## src/rtl/atm_session_ctrl.sv

```systemverilog
// ATM session sequencer: card -> account -> PIN -> menu, with idle timeout and try limit.
// Optional sticky account lockout after MAX_TRIES wrong PINs: define ATM_LOCKOUT_EN.
//
// state     | meaning
// ----------+-----------------------------------------------
// IDLE      | no card; waiting for card_in
// WAIT_ACC  | card present; waiting for acc_valid
// CHECK_ACC | authenticator lookup of auth_acc_num
// WAIT_PIN  | account accepted; waiting for pin_valid
// CHECK_PIN | authenticator PIN compare
// MENU      | authenticated session; waiting for logout
// EJECT     | one-cycle card_eject pulse
module atm_session_ctrl #(
   parameter int TIMEOUT_CYCLES = 1000,
   parameter int MAX_TRIES      = 3
) (
   input  logic        clk,
   input  logic        rst_n,
   input  logic        card_in,
   input  logic        acc_valid,
   input  logic [3:0]  acc_num,
   input  logic        pin_valid,
   input  logic [15:0] pin,
   input  logic        logout,
   output logic [3:0]  auth_acc_num,
   output logic [15:0] auth_pin,
   input  logic        auth_found,
   input  logic [3:0]  auth_index,
   input  logic        auth_pin_ok,
   output logic        session_active,
   output logic [3:0]  session_index,
   output logic        card_eject,
   output logic [2:0]  err_code,
   output logic [2:0]  state_out
);

   typedef enum logic [2:0] {
      S_IDLE      = 3'd0,
      S_WAIT_ACC  = 3'd1,
      S_CHECK_ACC = 3'd2,
      S_WAIT_PIN  = 3'd3,
      S_CHECK_PIN = 3'd4,
      S_MENU      = 3'd5,
      S_EJECT     = 3'd6
   } state_t;

   localparam int TW  = $clog2(TIMEOUT_CYCLES + 1);
   localparam int TRW = $clog2(MAX_TRIES + 1);
   localparam logic [TW-1:0]  TMO_LOAD  = TW'(TIMEOUT_CYCLES - 1);
   localparam logic [TRW-1:0] TRIES_MAX = TRW'(MAX_TRIES);
   localparam logic [TRW-1:0] TRIES_LST = TRW'(MAX_TRIES - 1);

   localparam logic [2:0] ERR_NONE    = 3'd0;
   localparam logic [2:0] ERR_NO_ACC  = 3'd1;
   localparam logic [2:0] ERR_BAD_PIN = 3'd2;
   localparam logic [2:0] ERR_LOCKED  = 3'd3;
   localparam logic [2:0] ERR_TIMEOUT = 3'd4;

   state_t           state;
   logic [TW-1:0]    tmo_cnt;
   logic [TRW-1:0]   tries;
   logic             tmo_hit;
   logic             acc_locked;

   assign tmo_hit   = (tmo_cnt == '0);
   assign state_out = state;

`ifdef ATM_LOCKOUT_EN
   logic [9:0]  lock_map;
   logic [15:0] lock_ext;
   logic [15:0] lock_set;

   assign lock_ext   = {6'd0, lock_map};
   assign acc_locked = lock_ext[auth_index];
   assign lock_set   = 16'd1 << session_index;

   always_ff @(posedge clk) begin
      if (!rst_n)
         lock_map <= '0;
      else if (state == S_CHECK_PIN && card_in && !auth_pin_ok && tries >= TRIES_LST)
         lock_map <= lock_map | lock_set[9:0];
   end
`else
   assign acc_locked = 1'b0;
`endif

   always_ff @(posedge clk) begin
      if (!rst_n) begin
         state          <= S_IDLE;
         tmo_cnt        <= '0;
         tries          <= '0;
         auth_acc_num   <= '0;
         auth_pin       <= '0;
         session_active <= 1'b0;
         session_index  <= '0;
         card_eject     <= 1'b0;
         err_code       <= ERR_NONE;
      end else begin
         card_eject <= 1'b0;
         // down-counter reloads everywhere except while dwelling in a waiting state
         tmo_cnt    <= TMO_LOAD;
         if (state != S_IDLE && !card_in) begin
            state          <= S_IDLE;
            session_active <= 1'b0;
         end else begin
            case (state)
               S_IDLE: begin
                  if (card_in) begin
                     state    <= S_WAIT_ACC;
                     err_code <= ERR_NONE;
                     tries    <= '0;
                  end
               end
               S_WAIT_ACC: begin
                  if (tmo_hit) begin
                     state      <= S_EJECT;
                     card_eject <= 1'b1;
                     err_code   <= ERR_TIMEOUT;
                  end else if (acc_valid) begin
                     auth_acc_num <= acc_num;
                     state        <= S_CHECK_ACC;
                  end else begin
                     tmo_cnt <= tmo_cnt - TW'(1);
                  end
               end
               S_CHECK_ACC: begin
                  if (!auth_found) begin
                     state      <= S_EJECT;
                     card_eject <= 1'b1;
                     err_code   <= ERR_NO_ACC;
                  end else if (acc_locked) begin
                     state      <= S_EJECT;
                     card_eject <= 1'b1;
                     err_code   <= ERR_LOCKED;
                  end else begin
                     session_index <= auth_index;
                     state         <= S_WAIT_PIN;
                  end
               end
               S_WAIT_PIN: begin
                  if (tmo_hit) begin
                     state      <= S_EJECT;
                     card_eject <= 1'b1;
                     err_code   <= ERR_TIMEOUT;
                  end else if (pin_valid) begin
                     auth_pin <= pin;
                     state    <= S_CHECK_PIN;
                  end else begin
                     tmo_cnt <= tmo_cnt - TW'(1);
                  end
               end
               S_CHECK_PIN: begin
                  if (auth_pin_ok) begin
                     state          <= S_MENU;
                     session_active <= 1'b1;
                     tries          <= '0;
                     err_code       <= ERR_NONE;
                  end else begin
                     err_code <= ERR_BAD_PIN;
                     tries    <= (tries == TRIES_MAX) ? tries : tries + TRW'(1);
                     if (tries >= TRIES_LST) begin
                        state      <= S_EJECT;
                        card_eject <= 1'b1;
                     end else begin
                        state <= S_WAIT_PIN;
                     end
                  end
               end
               S_MENU: begin
                  if (tmo_hit) begin
                     state          <= S_EJECT;
                     card_eject     <= 1'b1;
                     session_active <= 1'b0;
                     err_code       <= ERR_TIMEOUT;
                  end else if (logout) begin
                     state          <= S_EJECT;
                     card_eject     <= 1'b1;
                     session_active <= 1'b0;
                     err_code       <= ERR_NONE;
                  end else begin
                     tmo_cnt <= tmo_cnt - TW'(1);
                  end
               end
               S_EJECT: begin
                  state          <= S_IDLE;
                  session_active <= 1'b0;
               end
               default: begin
                  state          <= S_IDLE;
                  session_active <= 1'b0;
               end
            endcase
         end
      end
   end

endmodule

```

## config.mk

```make
export PLATFORM = sky130hd
export DESIGN_NAME = atm_session_ctrl
export DESIGN_NICKNAME = d
export VERILOG_FILES = /design/src/rtl/atm_session_ctrl.sv
export SDC_FILE = /design/constraint.sdc
export NUM_CORES = 1
export LEC_CHECK = 0
export CAP_MARGIN = 40
export CORE_MARGIN = 1.5
export CORE_UTILIZATION = 43
export CTS_BUF_LIST = sky130_fd_sc_hd__clkbuf_4
export DETAILED_ROUTE_END_ITERATION = 12
export GPL_ROUTABILITY_DRIVEN = 0
export PLACE_DENSITY = 0.85
export RECOVER_POWER = 25
export REMOVE_ABC_BUFFERS = 1
export SLEW_MARGIN = 25
export SYNTH_ARGS = -nofsm -noshare
export SYNTH_HDL_FRONTEND = slang
export SYNTH_SLANG_ARGS = --single-unit
export TNS_END_PERCENT = 5
```

## constraint.sdc

```tcl
create_clock -name clk -period 2 [get_ports clk]
set_input_delay 0.4 -clock clk [delete_from_list [all_inputs] [get_ports clk]]
set_output_delay 0.4 -clock clk [all_outputs]
set_load 0.005 [all_outputs]
```

After elaboration in Yosys (flattened, before gate mapping)
Cells that the tools add are included.
W data, S select, Z words.
{"block": "word_totals", "ff_bits": 44, "word_cells": 89, "output_inout_bits": 32, "in_bits": 32}
{"block": "op_classes", "addsub": 2, "n_bitwise": 4, "n_eq_ne": 14, "n_reduce_logical": 17, "mux": 41, "order_cmp": 1}
{"cell": "$mux W10", "n": 7}
{"cell": "$mux W3", "n": 15}
{"cell": "$pmux W10 S3", "n": 1}
{"cell": "$pmux W3 S6", "n": 1}
{"cell": "$reduce_and A4 Y1", "n": 4}
{"cell": "$pmux W3 S5", "n": 1}
{"cell": "$ne A3 B3 Y1 const B", "n": 4}
{"cell": "$logic_not A10 Y1", "n": 1}
{"cell": "$sub A10 B1 Y10 const B", "n": 1}
{"cell": "$mux W1", "n": 9}
{"cell": "$mux W2", "n": 4}
{"cell": "$eq A3 B2 Y1 const B", "n": 2}
{"cell": "$eq A3 B3 Y1 const B", "n": 2}
{"cell": "$ne A2 B2 Y1 const B", "n": 3}
{"cell": "$reduce_and A3 Y1", "n": 2}
{"cell": "$reduce_and A6 Y1", "n": 1}
{"cell": "$reduce_bool A5 Y1", "n": 1}
{"cell": "$not A1 Y1", "n": 4}
{"cell": "$pmux W1 S4", "n": 1}
{"cell": "$pmux W2 S2", "n": 1}
{"cell": "$reduce_or A2 Y1", "n": 2}
{"cell": "$reduce_or A4 Y1", "n": 1}
{"cell": "$eq A3 B1 Y1 const B", "n": 1}
{"cell": "$logic_not A3 Y1", "n": 1}
{"cell": "other kinds (9)", "n": 9}

Logic depth before layout (Yosys ltp)
{"block": "depth", "word_depth": 5, "depth_mapped": 7, "mapped_depth_nobuf": 6}

Worst setup path after synthesis
Ideal clock, no wire load.
{"block": "synth_timing", "kind": "flip-flop to flip-flop", "start": "register tmo_cnt[0]", "end": "register session_active", "path_stages_with_launch": 7, "path_slack_ns": 0.052, "period_less_slack_ns": 1.948, "n_path_buf": 0, "required_ns": 1.883, "setup_ns": 0.117, "arrival_time_ns": 1.830, "path_cell_list": "dfxtp_1 -> inv_1 -> ha_1 -> or4b_1 -> or3_4 -> and3_4 -> a32o_1"}
{"block": "synth_via", "elab_chain_cells": 3, "elab_cells_between_ends": 5, "cone_classes": "eq/ne: 1; mux: 2; reduce/logical: 2"}
{"element": "from (decl)", "line": "60", "text": "logic [TW-1:0] tmo_cnt;"}
{"element": "from (signal assigned)", "line": "123", "text": "tmo_cnt <= tmo_cnt - TW'(1);"}
{"element": "from (signal assigned)", "line": "149", "text": "tmo_cnt <= tmo_cnt - TW'(1);"}
{"element": "from (signal assigned)", "line": "181", "text": "tmo_cnt <= tmo_cnt - TW'(1);"}
{"element": "$logic_not A10 Y1 *", "line": "65", "text": "assign tmo_hit = (tmo_cnt == '0);"}
{"element": "$ne A3 B3 Y1 (no source line) or $mux W1 (tied branches)"}
{"element": "$reduce_and A3 Y1 (no source line) or $pmux W1 S3 (tied branches)"}
{"element": "to (signal assigned)", "line": "94", "text": "session_active <= 1'b0;"}
{"element": "to (signal assigned)", "line": "104", "text": "session_active <= 1'b0;"}
{"element": "to (signal assigned)", "line": "155", "text": "session_active <= 1'b1;"}
{"element": "to (decl)", "line": "30", "text": "output logic session_active,"}
Mark *: on every way between the ends. The rest lies on a longest branch, timed or not.
A chain may end at the register's enable or synchronous reset.

Final worst setup path
{"block": "layout_timing", "start": "register tmo_cnt[1]", "end": "register auth_pin[11]"}
{"block": "layout_via", "elab_chain_cells": 3}
{"element": "$logic_not A10 Y1", "line": "65"}
{"element": "$not A1 Y1 (no source line)"}
{"element": "$reduce_and A4 Y1 (no source line)"}
{"element": "to (signal assigned)", "line": "146", "text": "auth_pin <= pin;"}
{"element": "to (decl)", "line": "26", "text": "output logic [15:0] auth_pin,"}
Every way passes these cells.

==> results.cfg <==
[pwr]
p_leak_uw = 0.001147
irDropWorstVdd_mv = 0.3600
power_density_mw_per_mm2 = 557.3

[drt]
drt_iter0_drc = 274
viasPerCell = 5.633
vias = 2118
drtPass1Iterations = 4
wl_per_cell_microns = 15.06
postRouteAntennaNets = 0
drt-total-wl_microns = 5661
drc_errors = 0

[global_routing]
grt_pass1_wl_microns = 8542
grt_antenna_before_repair = 0
grt_pass1_vias = 1887
grt_max_degree = 33
track_usage_pct = 20.79
grt_overflow = 0

[sta]
setup_violations = 0
fin_worst_skew_ns = 0.01156
timing.slew.headroom_pct = 61.12
worst_pin_slew_ns = 0.5770
drv_slew = 0
timing.final.crit_share_pct = 99.26
rsz0062_at_grt = true
hold_viol_final = 0
fmax_ghz = 0.5038
period_needed_ns = 1.985

[synthesis]
yosysSeqAreaShare_pct = 42.46
synthFlopType = dfxtp_1
synth_top_area_share_pct = 42.46
synth_area_leader_cell = dfxtp_1
synth_most_common_cell = dfxtp_1
avgSynthCellArea_sq_um = 8.572
synth-edff-count = 0
netlist_area_sq_mm = 0.002074
syn_inst = 242
synthTopCellsByArea = dfxtp_1 42%, nand2_1 6.0%, o21ai_0 5.3%
yosys_warnings = 0
ys_top_cells_by_count = 44 x dfxtp_1, 33 x nand2_1, 22 x o21ai_0
yosysUniqueCellTypes = 49
ys_seq_elements = 44
async_flop_share_pct = 0

[die]
die_h_microns = 72.46
die-area_sq_mm = 0.005250
initial_utilization_pct = 44.21
dieWidth_microns = 72.46
rows = 25
ioPinCount = 64
core_sq_mm = 0.004692

[clocking]
hold_buffers = 0
insertion_delay_ns = 0.37
numCtsBuffers = 5
htree_levels = 2
cts_num_sinks = 44
cts_tree = done
clock-root-buffer = clkbuf_4
clockBufferDepth = 2
path_clk_slew_ns = 0.13

[layout]
register_area_sq_um = 884.6
drive_above_1_share_pct = 16.46
final_cells = 376
nFillCells = 401
multi_input_area_sq_mm = 0.001147
area_delta_synth_final_pct = 48.31
nNetsFinal = 355
stdcell_area_sq_mm = 0.003077
diodes = 0

[setup_path]
start_kind = flip-flop
worstPathRequired_ns = 2.30
crit_fanout = 8
arrival_ns = 2.28
critical_path_class = flip-flop to flip-flop
setup.worst_path.end_class = flip-flop

[worst_hold_path]
hold_class = input port to flip-flop

[run]
max-cap-violations = 0

[place]
place_hpwl_microns = 3817
dpl_cell_area_sq_mm = 0.002900
place_inst = 365
port_buffers = 63

[run_status]
status = finished clean
==> layer usage <==
metal	track usage, %	vias to the layer above	share of wire, %
met5	0	-	0
met4	7.757	0	1.6
met3	6.944	10	7.9
met2	31.28	79	46
met1	27.73	993	45
li1	-	1036	-
==> what timing repair did <==
item,CTS,global route
cloned,0,2
buffers inserted,0,1
pin swaps,0,3
endpoints found under the setup margin,6,24
hold endpoints to repair,0,0
gates resized for setup,2,17
==> critical path: stages, from the launching register on <==
cell       delay, ns
dfxtp_2         0.36
inv_2           0.07
ha_4            0.14
or4b_4          0.49
buf_6           0.14
o311ai_4        0.25
buf_6           0.17
clkbuf_16       0.15
nand3_1         0.07
o21ai_0         0.07
==> worst paths after layout <==
kind              depth (start not counted)  slack [ns]           end        start
setup / recovery                          9        0.01  auth_pin[11]   tmo_cnt[1]
hold reg to reg                           2        0.46   auth_pin[7]  auth_pin[7]
hold / removal                            3        0.46   auth_pin[2]        rst_n
setup reg to reg                          9        0.01  auth_pin[11]   tmo_cnt[1]
==> cell usage in the layout, fill, tap and decap left out, types with 2 or more instances in the layout <==
master / netlist / final
xnor2_1: 2 / 2
buf_6: 0 / 2
o31a_1: 3 / 3
nand2_1: 33 / 33
nor2b_1: 10 / 10
nand4_1: 3 / 3
o2bb2ai_1: 2 / 2
clkinv_1: 0 / 2
dfxtp_2: 0 / 3
o31ai_1: 3 / 3
o21ai_0: 22 / 18
or4_4: 2 / 3
clkdlybuf4s50_1: 0 / 51
dlygate4sd3_1: 0 / 11
o22ai_1: 2 / 2
buf_4: 0 / 21
clkbuf_4: 0 / 5
a21oi_1: 4 / 4
o21ai_1: 0 / 4
clkbuf_16: 0 / 2
nor2_1: 6 / 6
nor4_1: 3 / 3
nand3_1: 18 / 17
and3_4: 1 / 2
a21boi_0: 4 / 4
nand2b_1: 3 / 3
inv_2: 0 / 2
dfxtp_1: 44 / 41
o21a_1: 8 / 8
mux2i_1: 9 / 9
inv_1: 6 / 4
nor3_1: 8 / 8
nor3b_1: 2 / 2
==> power by group <==
part,switching (uW),internal [uW]
clock,297,255
sequential,21.1,894
combinational,112,135
total,430,1280
==> metrics by stage <==
| step | hold slack (ns) | setup slack, ns | TNS (ns) | utilization [%] | total power [uW] |
|---|---|---|---|---|---|
| finish | 0.4616 | 0.01490 | 0 | 65.57 | 1715 |
| floorplan | 0.4511 | -0.4249 | -6.799 | - | 1019 |
| global route | 0.4834 | -0.04930 | -0.7663 | 65.57 | 1788 |
| CTS | 0.4458 | 0.01972 | 0 | 63.52 | 1719 |
| global placement | 0.4467 | 0.03940 | 0 | 61.81 | 1162 |
| detailed placement | 0.4586 | 0.005916 | 0 | 61.81 | 1168 |
==> layout make-up <==
type                    instances  area share [%]
clock inverters                 3           1.220
repair buffers                 90           28.59
inverters                       6          0.7320
multi-input cells             174           37.29
well taps                      54           2.196
flip-flops and latches         44           28.75
clock buffers                   5           1.220
==> kinds of logic after synthesis <==
logic type,synth area share (%)
mux,4.886
simple gates,25.15
buf+inv,4.463
flops,42.46
fa+ha+maj,1.206
compound gates,20.57
xor+xnor,1.267
==> registers in the layout (all words and copies together), names as in the netlist <==
signal	flops
session_active	1
state_out	3
tries	2
err_code	3
auth_pin	16
session_index	4
tmo_cnt	10
auth_acc_num	4
card_eject	1
(Power assumes the default switching activity.)
